[config.mk]
export PLATFORM = sky130hd
export DESIGN_NAME = temp_uart_classifier_flat
export DESIGN_NICKNAME = d
export VERILOG_FILES = /design/src/rtl/temp_uart_classifier_if.sv /design/src/rtl/temp_uart_classifier.sv /design/src/flat_wrapper.sv
export SDC_FILE = /design/constraint.sdc
export NUM_CORES = 1
export LEC_CHECK = 0
export CORE_UTILIZATION = 45
export DETAILED_ROUTE_END_ITERATION = 10
export HOLD_SLACK_MARGIN = 0.12
export PLACE_DENSITY_LB_ADDON = 0.05
export SLEW_MARGIN = 20
export SYNTH_ARGS = -nofsm -noshare
export SYNTH_HDL_FRONTEND = slang
export SYNTH_SLANG_ARGS = --single-unit
[constraint.sdc]
create_clock -name clk -period 2.1 [get_ports clk]
set_clock_uncertainty 0.05 [all_clocks]
set_input_delay 0.42 -clock clk [delete_from_list [all_inputs] [get_ports clk]]
set_output_delay 0.42 -clock clk [all_outputs]
set_load 0.01 [all_outputs]
[src/rtl/temp_uart_classifier_if.sv]
// Port bundle for temp_uart_classifier: serial input, zone/temperature outputs and FSM debug taps.
// temp_valid and frame_err are single-cycle strobes with no ready. The consumer must sample on the cycle they are high.
interface temp_uart_classifier_if;
  logic       uart_rx;
  logic       temp_in_1;
  logic       temp_in_2;
  logic       temp_in_3;
  logic [7:0] temp_value;
  logic       temp_valid;
  logic       frame_err;
  logic [2:0] dbg_rx_state;
  logic [2:0] dbg_zone;

  modport master (
    input  uart_rx,
    output temp_in_1, temp_in_2, temp_in_3, temp_value, temp_valid, frame_err,
    output dbg_rx_state, dbg_zone
  );

  modport slave (
    output uart_rx,
    input  temp_in_1, temp_in_2, temp_in_3, temp_value, temp_valid, frame_err,
    input  dbg_rx_state, dbg_zone
  );
endinterface

[src/rtl/temp_uart_classifier.sv]
// 8N1 UART receiver feeding a hysteretic three-zone temperature classifier.
// A stale-data timeout returns the zone to NONE.
module temp_uart_classifier #(
  parameter int CLKS_PER_BIT   = 5208,
  parameter int T_LOW          = 21,
  parameter int T_HIGH         = 23,
  parameter int HYST           = 1,
  parameter int TIMEOUT_CYCLES = 50_000_000
) (
  input  logic                   clk,
  input  logic                   rst,
  temp_uart_classifier_if.master bus
);

  localparam int CNT_W = (CLKS_PER_BIT > 2) ? $clog2(CLKS_PER_BIT) : 1;
  localparam int TO_W  = $clog2(TIMEOUT_CYCLES + 1);
  localparam logic [CNT_W-1:0] BIT_LAST  = CNT_W'(CLKS_PER_BIT - 1);
  localparam logic [CNT_W-1:0] HALF_LAST = CNT_W'(CLKS_PER_BIT / 2 - 1);
  localparam logic [TO_W-1:0]  TO_MAX    = TO_W'(TIMEOUT_CYCLES);
  localparam logic signed [8:0] LO   = 9'(T_LOW);
  localparam logic signed [8:0] HI   = 9'(T_HIGH);
  localparam logic signed [8:0] LO_H = 9'(T_LOW - HYST);
  localparam logic signed [8:0] HI_H = 9'(T_HIGH - HYST);

  typedef enum logic [2:0] {
    RX_IDLE = 3'd0, RX_START = 3'd1, RX_DATA = 3'd2, RX_STOP = 3'd3, RX_WAIT_IDLE = 3'd4
  } rx_state_t;

  // One-hot encoding so the zone register bits are the output lines directly.
  typedef enum logic [2:0] {
    Z_NONE = 3'b000, Z_1 = 3'b001, Z_2 = 3'b010, Z_3 = 3'b100
  } zone_t;

  logic             rx_meta, rx_s;
  rx_state_t        rx_q, rx_d;
  logic [CNT_W-1:0] cnt_q, cnt_d;
  logic [2:0]       bit_q, bit_d;
  logic [7:0]       shift_q, shift_d;
  logic             byte_ok, byte_bad;

  zone_t            zone_q, zone_d, zone_cur;
  logic [TO_W-1:0]  to_q, to_d;
  logic             expired;
  logic [7:0]       value_q;
  logic             valid_q, ferr_q;
  logic signed [8:0] t_s;

  always_ff @(posedge clk) begin
    if (rst) begin
      rx_meta <= 1'b1;
      rx_s    <= 1'b1;
      rx_q    <= RX_IDLE;
      cnt_q   <= '0;
      bit_q   <= '0;
      shift_q <= '0;
    end else begin
      rx_meta <= bus.uart_rx;
      rx_s    <= rx_meta;
      rx_q    <= rx_d;
      cnt_q   <= cnt_d;
      bit_q   <= bit_d;
      shift_q <= shift_d;
    end
  end

  always_comb begin
    rx_d     = rx_q;
    cnt_d    = cnt_q;
    bit_d    = bit_q;
    shift_d  = shift_q;
    byte_ok  = 1'b0;
    byte_bad = 1'b0;
    unique case (rx_q)
      RX_IDLE: begin
        cnt_d = '0;
        if (!rx_s) rx_d = RX_START;
      end
      RX_START: begin
        if (cnt_q == HALF_LAST) begin
          cnt_d = '0;
          bit_d = '0;
          rx_d  = rx_s ? RX_IDLE : RX_DATA;
        end else begin
          cnt_d = cnt_q + 1'b1;
        end
      end
      RX_DATA: begin
        if (cnt_q == BIT_LAST) begin
          cnt_d   = '0;
          shift_d = {rx_s, shift_q[7:1]};
          bit_d   = bit_q + 1'b1;
          if (bit_q == 3'd7) rx_d = RX_STOP;
        end else begin
          cnt_d = cnt_q + 1'b1;
        end
      end
      RX_STOP: begin
        if (cnt_q == BIT_LAST) begin
          cnt_d = '0;
          if (rx_s) begin
            byte_ok = 1'b1;
            rx_d    = RX_IDLE;
          end else begin
            byte_bad = 1'b1;
            rx_d     = RX_WAIT_IDLE;
          end
        end else begin
          cnt_d = cnt_q + 1'b1;
        end
      end
      RX_WAIT_IDLE: begin
        cnt_d = '0;
        if (rx_s) rx_d = RX_IDLE;
      end
      default: rx_d = RX_IDLE;
    endcase
  end

  assign expired = (to_q == TO_MAX);
  assign t_s     = $signed({1'b0, shift_q});

  // A byte arriving on the expiry cycle is classified as if the zone were already NONE.
  always_comb begin
    zone_cur = expired ? Z_NONE : zone_q;
    zone_d   = zone_cur;
    if (byte_ok) begin
      unique case (zone_cur)
        Z_NONE:  zone_d = (t_s < LO) ? Z_1 : (t_s > HI) ? Z_3 : Z_2;
        Z_1:     zone_d = (t_s > HI) ? Z_3 : (t_s >= LO) ? Z_2 : Z_1;
        Z_2:     zone_d = (t_s > HI) ? Z_3 : (t_s < LO_H) ? Z_1 : Z_2;
        Z_3:     zone_d = (t_s < LO_H) ? Z_1 : (t_s <= HI_H) ? Z_2 : Z_3;
        default: zone_d = Z_NONE;
      endcase
    end
    to_d = byte_ok ? '0 : (expired ? to_q : to_q + 1'b1);
  end

  always_ff @(posedge clk) begin
    if (rst) begin
      zone_q  <= Z_NONE;
      to_q    <= '0;
      value_q <= '0;
      valid_q <= 1'b0;
      ferr_q  <= 1'b0;
    end else begin
      zone_q  <= zone_d;
      to_q    <= to_d;
      valid_q <= byte_ok;
      ferr_q  <= byte_bad;
      if (byte_ok) value_q <= shift_q;
    end
  end

  assign bus.temp_in_1    = zone_q[0];
  assign bus.temp_in_2    = zone_q[1];
  assign bus.temp_in_3    = zone_q[2];
  assign bus.temp_value   = value_q;
  assign bus.temp_valid   = valid_q;
  assign bus.frame_err    = ferr_q;
  assign bus.dbg_rx_state = rx_q;
  assign bus.dbg_zone     = zone_q;

endmodule
[src/flat_wrapper.sv]
// flat-port wrapper written by rule: the top's interface ports become plain ports
module temp_uart_classifier_flat 
#(
  parameter int CLKS_PER_BIT   = 5208,
  parameter int T_LOW          = 21,
  parameter int T_HIGH         = 23,
  parameter int HYST           = 1,
  parameter int TIMEOUT_CYCLES = 50_000_000
)
  (clk, rst, bus_uart_rx, bus_temp_in_1, bus_temp_in_2, bus_temp_in_3, bus_temp_value, bus_temp_valid, bus_frame_err, bus_dbg_rx_state, bus_dbg_zone);
  temp_uart_classifier_if bus_i ();
  input  logic clk;
  input  logic rst;
  input wire logic [$bits(bus_i.uart_rx)-1:0] bus_uart_rx;
  output wire logic [$bits(bus_i.temp_in_1)-1:0] bus_temp_in_1;
  output wire logic [$bits(bus_i.temp_in_2)-1:0] bus_temp_in_2;
  output wire logic [$bits(bus_i.temp_in_3)-1:0] bus_temp_in_3;
  output wire logic [$bits(bus_i.temp_value)-1:0] bus_temp_value;
  output wire logic [$bits(bus_i.temp_valid)-1:0] bus_temp_valid;
  output wire logic [$bits(bus_i.frame_err)-1:0] bus_frame_err;
  output wire logic [$bits(bus_i.dbg_rx_state)-1:0] bus_dbg_rx_state;
  output wire logic [$bits(bus_i.dbg_zone)-1:0] bus_dbg_zone;
  assign bus_i.uart_rx = bus_uart_rx;
  assign bus_temp_in_1 = bus_i.temp_in_1;
  assign bus_temp_in_2 = bus_i.temp_in_2;
  assign bus_temp_in_3 = bus_i.temp_in_3;
  assign bus_temp_value = bus_i.temp_value;
  assign bus_temp_valid = bus_i.temp_valid;
  assign bus_frame_err = bus_i.frame_err;
  assign bus_dbg_rx_state = bus_i.dbg_rx_state;
  assign bus_dbg_zone = bus_i.dbg_zone;
  temp_uart_classifier #(.CLKS_PER_BIT(CLKS_PER_BIT), .T_LOW(T_LOW), .T_HIGH(T_HIGH), .HYST(HYST), .TIMEOUT_CYCLES(TIMEOUT_CYCLES)) u_core (.clk(clk), .rst(rst), .bus(bus_i));
endmodule
==> Word-level counts from Yosys, hierarchy flattened <==
Index checks and enable logic that the tools add are counted.
{ "word_totals": {"ff_bits": 68, "out_inout_bits": 19, "wordCells": 79, "input_bits": 3} }
{ "op_classes": {"n_eq_ne": 17, "reduce_logical": 11, "n_mux": 30, "bitwise_logic": 2, "n_addsub": 3, "order_cmp": 5} }
{ "op_table": {"columns": ["operator", "n"], "rows": [
  ["2-to-1 mux 3 bit", 17],
  ["one-hot mux 13 bit (3 select lines)", 1],
  ["adder 26 x 1 -> 26 bit, second input constant", 1],
  ["equality test 26 bit, second input constant", 1],
  ["2-to-1 mux 13 bit", 2],
  ["less-than comparator 8 x 5 -> 1 bit, second input constant", 2],
  ["one-hot mux 3 bit (5 select lines)", 1],
  ["adder 13 x 1 -> 13 bit, second input constant", 1],
  ["equality test 13 x 12 -> 1 bit, second input constant", 1],
  ["equality test 13 bit, second input constant", 1],
  ["one-hot mux 3 bit (4 select lines)", 1],
  ["!= test 2 x 1 -> 1 bit, second input constant", 5],
  ["equality test 3 x 2 -> 1 bit, second input constant", 3],
  ["equality test 3 bit, second input constant", 3],
  ["greater-or-equal comparator 8 x 5 -> 1 bit, second input constant", 1],
  ["> comparator 8 x 5 -> 1 bit, second input constant", 1],
  ["<= comparator 8 x 5 -> 1 bit, second input constant", 1],
  ["equality test 3 x 1 -> 1 bit, second input constant", 2],
  ["zero test 3 bit", 2],
  ["2-to-1 mux 2 bit", 3],
  ["one-hot mux 3 bit (2 select lines)", 1],
  ["AND reduction 6 bit", 1],
  ["OR reduction 2 bit", 3],
  ["2-to-1 mux 1 bit", 4],
  ["8 further kinds", 9]
]} }

==> Logic depth before layout (Yosys ltp) <==
{ "depth": {"word_depth": 5, "depth_mapped": 9, "depth_no_buf": 8} }

==> Worst setup path before layout <==
OpenSTA, ideal clock, no wires.
{ "synth_timing": {"path_kind": "reg2reg", "startpoint": "reg u_core.cnt_q[0]", "endpoint": "reg u_core.to_q[10]", "required_ps": 1933, "n_path_buf": 1, "t_arrival_ps": 1871, "synth_period_minus_slack_ps": 2038, "slack_ps": 62, "setup_ps": 117, "path_stages_with_launch": 8, "path_cell_list": "dfxtp_1 > ha_1 > nor3b_1 > and4_1 > nand2_1 > o21ai_1 > buf_2 > nor2_1"} }
{ "synth_via": {"elab_chain_cells": 4} }
{ "synth_lines": {"columns": ["item", "line", "source"], "rows": [
  ["start: declaration", "temp_uart_classifier.sv:36", "logic [CNT_W-1:0] cnt_q, cnt_d;"],
  ["start signal: assignment", "temp_uart_classifier.sv:60", "cnt_q <= cnt_d;"],
  ["equality test 13 bit", "temp_uart_classifier.sv:98", "if (cnt_q == BIT_LAST) begin"],
  ["2-to-1 mux 1 bit", "temp_uart_classifier.sv:98", null],
  ["2-to-1 mux 1 bit", "temp_uart_classifier.sv:73", "unique case (rx_q)"],
  ["OR reduction 2 bit (no source line)", null, null],
  ["end signal: assignment", "temp_uart_classifier.sv:147", "to_q <= to_d;"],
  ["end: declaration", "temp_uart_classifier.sv:42", "logic [TO_W-1:0] to_q, to_d;"]
]} }
Every way passes these cells.
A chain may end at the register's enable or synchronous reset.

==> Worst setup path after layout <==
{ "layout_timing": {"startpoint": "reg u_core.rx_q[2], in the netlist u_core.bus.dbg_rx_state[2]", "endpoint": "out bus_dbg_rx_state[2]"} }
{ "layout_lines": {"columns": ["item", "line", "source"], "rows": [
  ["start: declaration", "temp_uart_classifier.sv:35", "rx_state_t rx_q, rx_d;"],
  ["start signal: assignment", "temp_uart_classifier.sv:59", "rx_q <= rx_d;"],
  ["end: declaration", "flat_wrapper.sv:21", "output wire logic [$bits(bus_i.dbg_rx_state)-1:0] bus_dbg_rx_state;"]
]} }
No word-level cell between the ends.

==> flow_summary.toml <==
[timing]
clock.fmax_mhz = 498.1
worst_slack_ns = 0.09235
hold_viol_final = 0
fin_setup_tns_ns = 0
drv_slew = 0
relSlewSlack = 0.7107
rsz0062_at_grt = "false"
hold_ws_ns = 0.3603
setup_viol = 0
finalCritPeriodShare = 0.9560
worstMarginPinSlew_ns = 0.4333
fin_crit_ns = 2.008

[clocking]
cts.sinks = 68
postCtsHoldBufs = 0
clkLatencyLatePin_ns = 0.32
root_buffer = "clkbuf_8"
cts_tree = "yes"
cts_buffer_depth = 2
clk_pin_slew_ns = 0.07
htree_levels = 3
cts_inserted_buffers = 9

[placement]
dpl.cell_count = 450
dp_hpwl_um = 3971
gp_congestion = 0.7767
place_ws_ns = 0.06840
io_buffers = 21

[outcome]
violations = "DRC"
status = "finished with violations"

[synth]
ys_seq_area_frac = 0.4479
yosys.area_share.simple = 0.2750
synth_edf_count = 0
synth_xor_area_frac = 0.09222
synth_top_area_cell = "dfxtp_1"
synth_top_family_by_area = "simple AND/OR/NAND/NOR gates"
avgSynthCellArea_um2 = 8.809
synth_flop_cell = "dfxtp_1"
syn_nets = 353
synth_fa_ha_area_frac = 0.02058
synth_area_leaders = "dfxtp_1, xor2_1, nor2_1"
yosys_register_bits = 68
synth-compound-area-share = 0.1243
yosys.area.top_type_share = 0.4479
synth_mux_area_frac = 0.006587
syn-cell-area_um2 = 3039
synth_cells = 345
synth.distinct_cells = 52
yosys_warnings = 0
async_flop_share = 0

[global_routing]
grt_max_degree = 27
grtUsageTotal = 0.1742
grt_first_pass_wirelength_um = 10070
gr-total-overflow = 0
grt_pass1_vias = 2225
antenna_found_initial = 0

[detailed_routing]
dr_total_vias = 2410
wl_um = 5776
drtAntennaViolNets = 0
firstDrtPassIters = 7
drcViolationCount = 2
wire_per_inst_um = 12.39
viasPerCell = 5.172
drtIter0Drc = 127

[critical_path]
critPathRequiredTime_ns = 1.63
critical_path_class = "reg2out"
r2r_end = "u_core.bus.dbg_zone[0]$_SDFF_PP0_"
crit_family = "buffers and inverters"
crit_buf_inv = 1
r2r_slack_ns = 0.20
cp.arrival_ns = 1.54
crit_path_max_fanout = 12
slowest_stage = "clkdlybuf4s50_1"
cp-end-kind = "output port"
rr_worst_depth = 9
crit_path_cell_trace = "clkdlybuf4s50_1"
critPathLaunchType = "flip-flop"
rr_startpoint = "u_core.to_q[0]$_SDFFE_PP0N_"
cpPeakStageDelay_ns = 0.63

[floorplanning]
die_x_um = 84.18
coreArea_um2 = 6422
ios = 22
rows = 29
die-area_um2 = 7086
start_util = 0.4732
die_h_um = 84.18

[job]
cap_viol_max_count = 0

[final_layout]
seqCellArea_um2 = 1361
layout_common_cells = "dfxtp_1, nor2_1, nand2_1, xor2_1, clkdlybuf4s50_1"
multi_input_area_um2 = 1598
diodes = 0
fillers = 568
layout.cells.non_filler = 466
final_nets = 392
area_growth_pct = 21.49
drive_gt1_frac = 0.1208
final_common_cell = "dfxtp_1"

[min_path]
min_from = "u_core.rx_meta$_SDFF_PP1_"
min_path_cells = 1
min_to = "u_core.rx_s$_SDFF_PP1_"
hp-class = "reg2reg"

[power]
power.density_nw_per_um2 = 688.4
p_leak_nw = 1.338
ir_drop_uv = 338.6
total_power_mw = 2.542
-- flip-flops by register name (all words and copies together) (netlist names) --
register                 flops
u_core.shift_q               8
u_core.rx_meta               1
u_core.bit_q                 3
u_core.rx_s                  1
u_core.bus.temp_value        8
u_core.cnt_q                13
u_core.bus.dbg_zone          3
u_core.bus.temp_valid        1
u_core.to_q                 26
u_core.bus.frame_err         1
u_core.bus.dbg_rx_state      3
-- metal layers --
layer | wire length (um) | GRT usage | part of all wire | vias to the layer above
li1 | - | - | - | 1275
met1 | 3068 | 0.2455 | 0.53 | 1107
met2 | 2527 | 0.2630 | 0.44 | 24
met3 | 133 | 0.03245 | 0.023 | 4
met4 | 46 | 0.07053 | 0.0080 | 0
met5 | 0 | 0 | 0 | -
-- synth_stat cells (2+ instances only) --
library cell	number
nand2b_1	4
a22oi_1	3
nor2b_1	3
xnor2_1	9
nor3_1	6
and3_1	2
dfxtp_1	68
o2bb2ai_1	2
nor2_1	53
a22o_1	8
nand2_1	37
clkbuf_1	6
buf_4	3
buf_2	3
ha_1	5
o21ai_1	3
nor4b_1	2
nor4_1	2
inv_1	7
nand4_1	9
mux2i_1	2
nor3_2	2
a21boi_0	3
o21ai_0	8
or3_1	5
xor2_1	23
or2_2	2
a21oi_1	16
and4_1	7
o41a_1	2
and2_1	3
nor3b_1	2
nand3_1	15
o21a_1	2
-- layout make-up --
class | count | share of cell area
timing repair buffer | 42 | 0.1064
multi-input combinational | 256 | 0.4327
tap | 77 | 0.02609
inverter | 7 | 0.007116
sequential | 68 | 0.3687
clock inverter | 4 | 0.01965
clock buffer | 12 | 0.03931
-- how the worst max path moves through the flow --
stage               slack [ns]                               startpoint                                    end  depth (start not counted)
floorplan                 0.06             u_core.cnt_q[0]$_SDFFE_PP0P_           u_core.to_q[10]$_SDFFE_PP0N_                          7
global placement          0.09             u_core.cnt_q[1]$_SDFFE_PP0P_  u_core.bus.temp_value[3]$_SDFFE_PP0P_                          7
detailed placement        0.07             u_core.cnt_q[1]$_SDFFE_PP0P_  u_core.bus.temp_value[7]$_SDFFE_PP0P_                          7
CTS                       0.04             u_core.cnt_q[1]$_SDFFE_PP0P_  u_core.bus.temp_value[2]$_SDFFE_PP0P_                          7
global route              0.02  u_core.bus.dbg_rx_state[2]$_SDFFE_PP0P_                    bus_dbg_rx_state[2]                          1
finish                    0.09  u_core.bus.dbg_rx_state[2]$_SDFFE_PP0P_                    bus_dbg_rx_state[2]                          1
-- cells by family (layout without fill, tap and decap cells) --
logic type / Yosys count / after routing
flip-flops: 68 / 68
XOR/XNOR: 32 / 32
AND/OR/NAND/NOR: 162 / 162
AO/OA/AOI/OAI: 55 / 55
buffers and inverters: 21 / 65
multiplexers: 2 / 2
adder cells (fa/ha/maj): 5 / 5
-- report_power, final --
part / leakage (nW) / internal, mW / switching (mW)
Clock: 0.107 / 0.701 / 0.470
Combinational: 0.682 / 0.0272 / 0.0373
Sequential: 0.549 / 1.30 / 0.00942
-- repair_timing --
action	CTS	global route
endpoints found under the hold margin	0	0
buffers inserted	0	0
gates resized for setup	0	3
setup endpoints to repair	0	13
-- stage by stage --
stage                     cell area, um^2    util
final                                3692  0.5749
after global routing                 3692  0.5749
after CTS                            3675  0.5722
after detailed placement             3457  0.5383
after global placement               3457  0.5383
after floorplan                      3039       -
No activity file was read; power rests on OpenSTA's default activity.
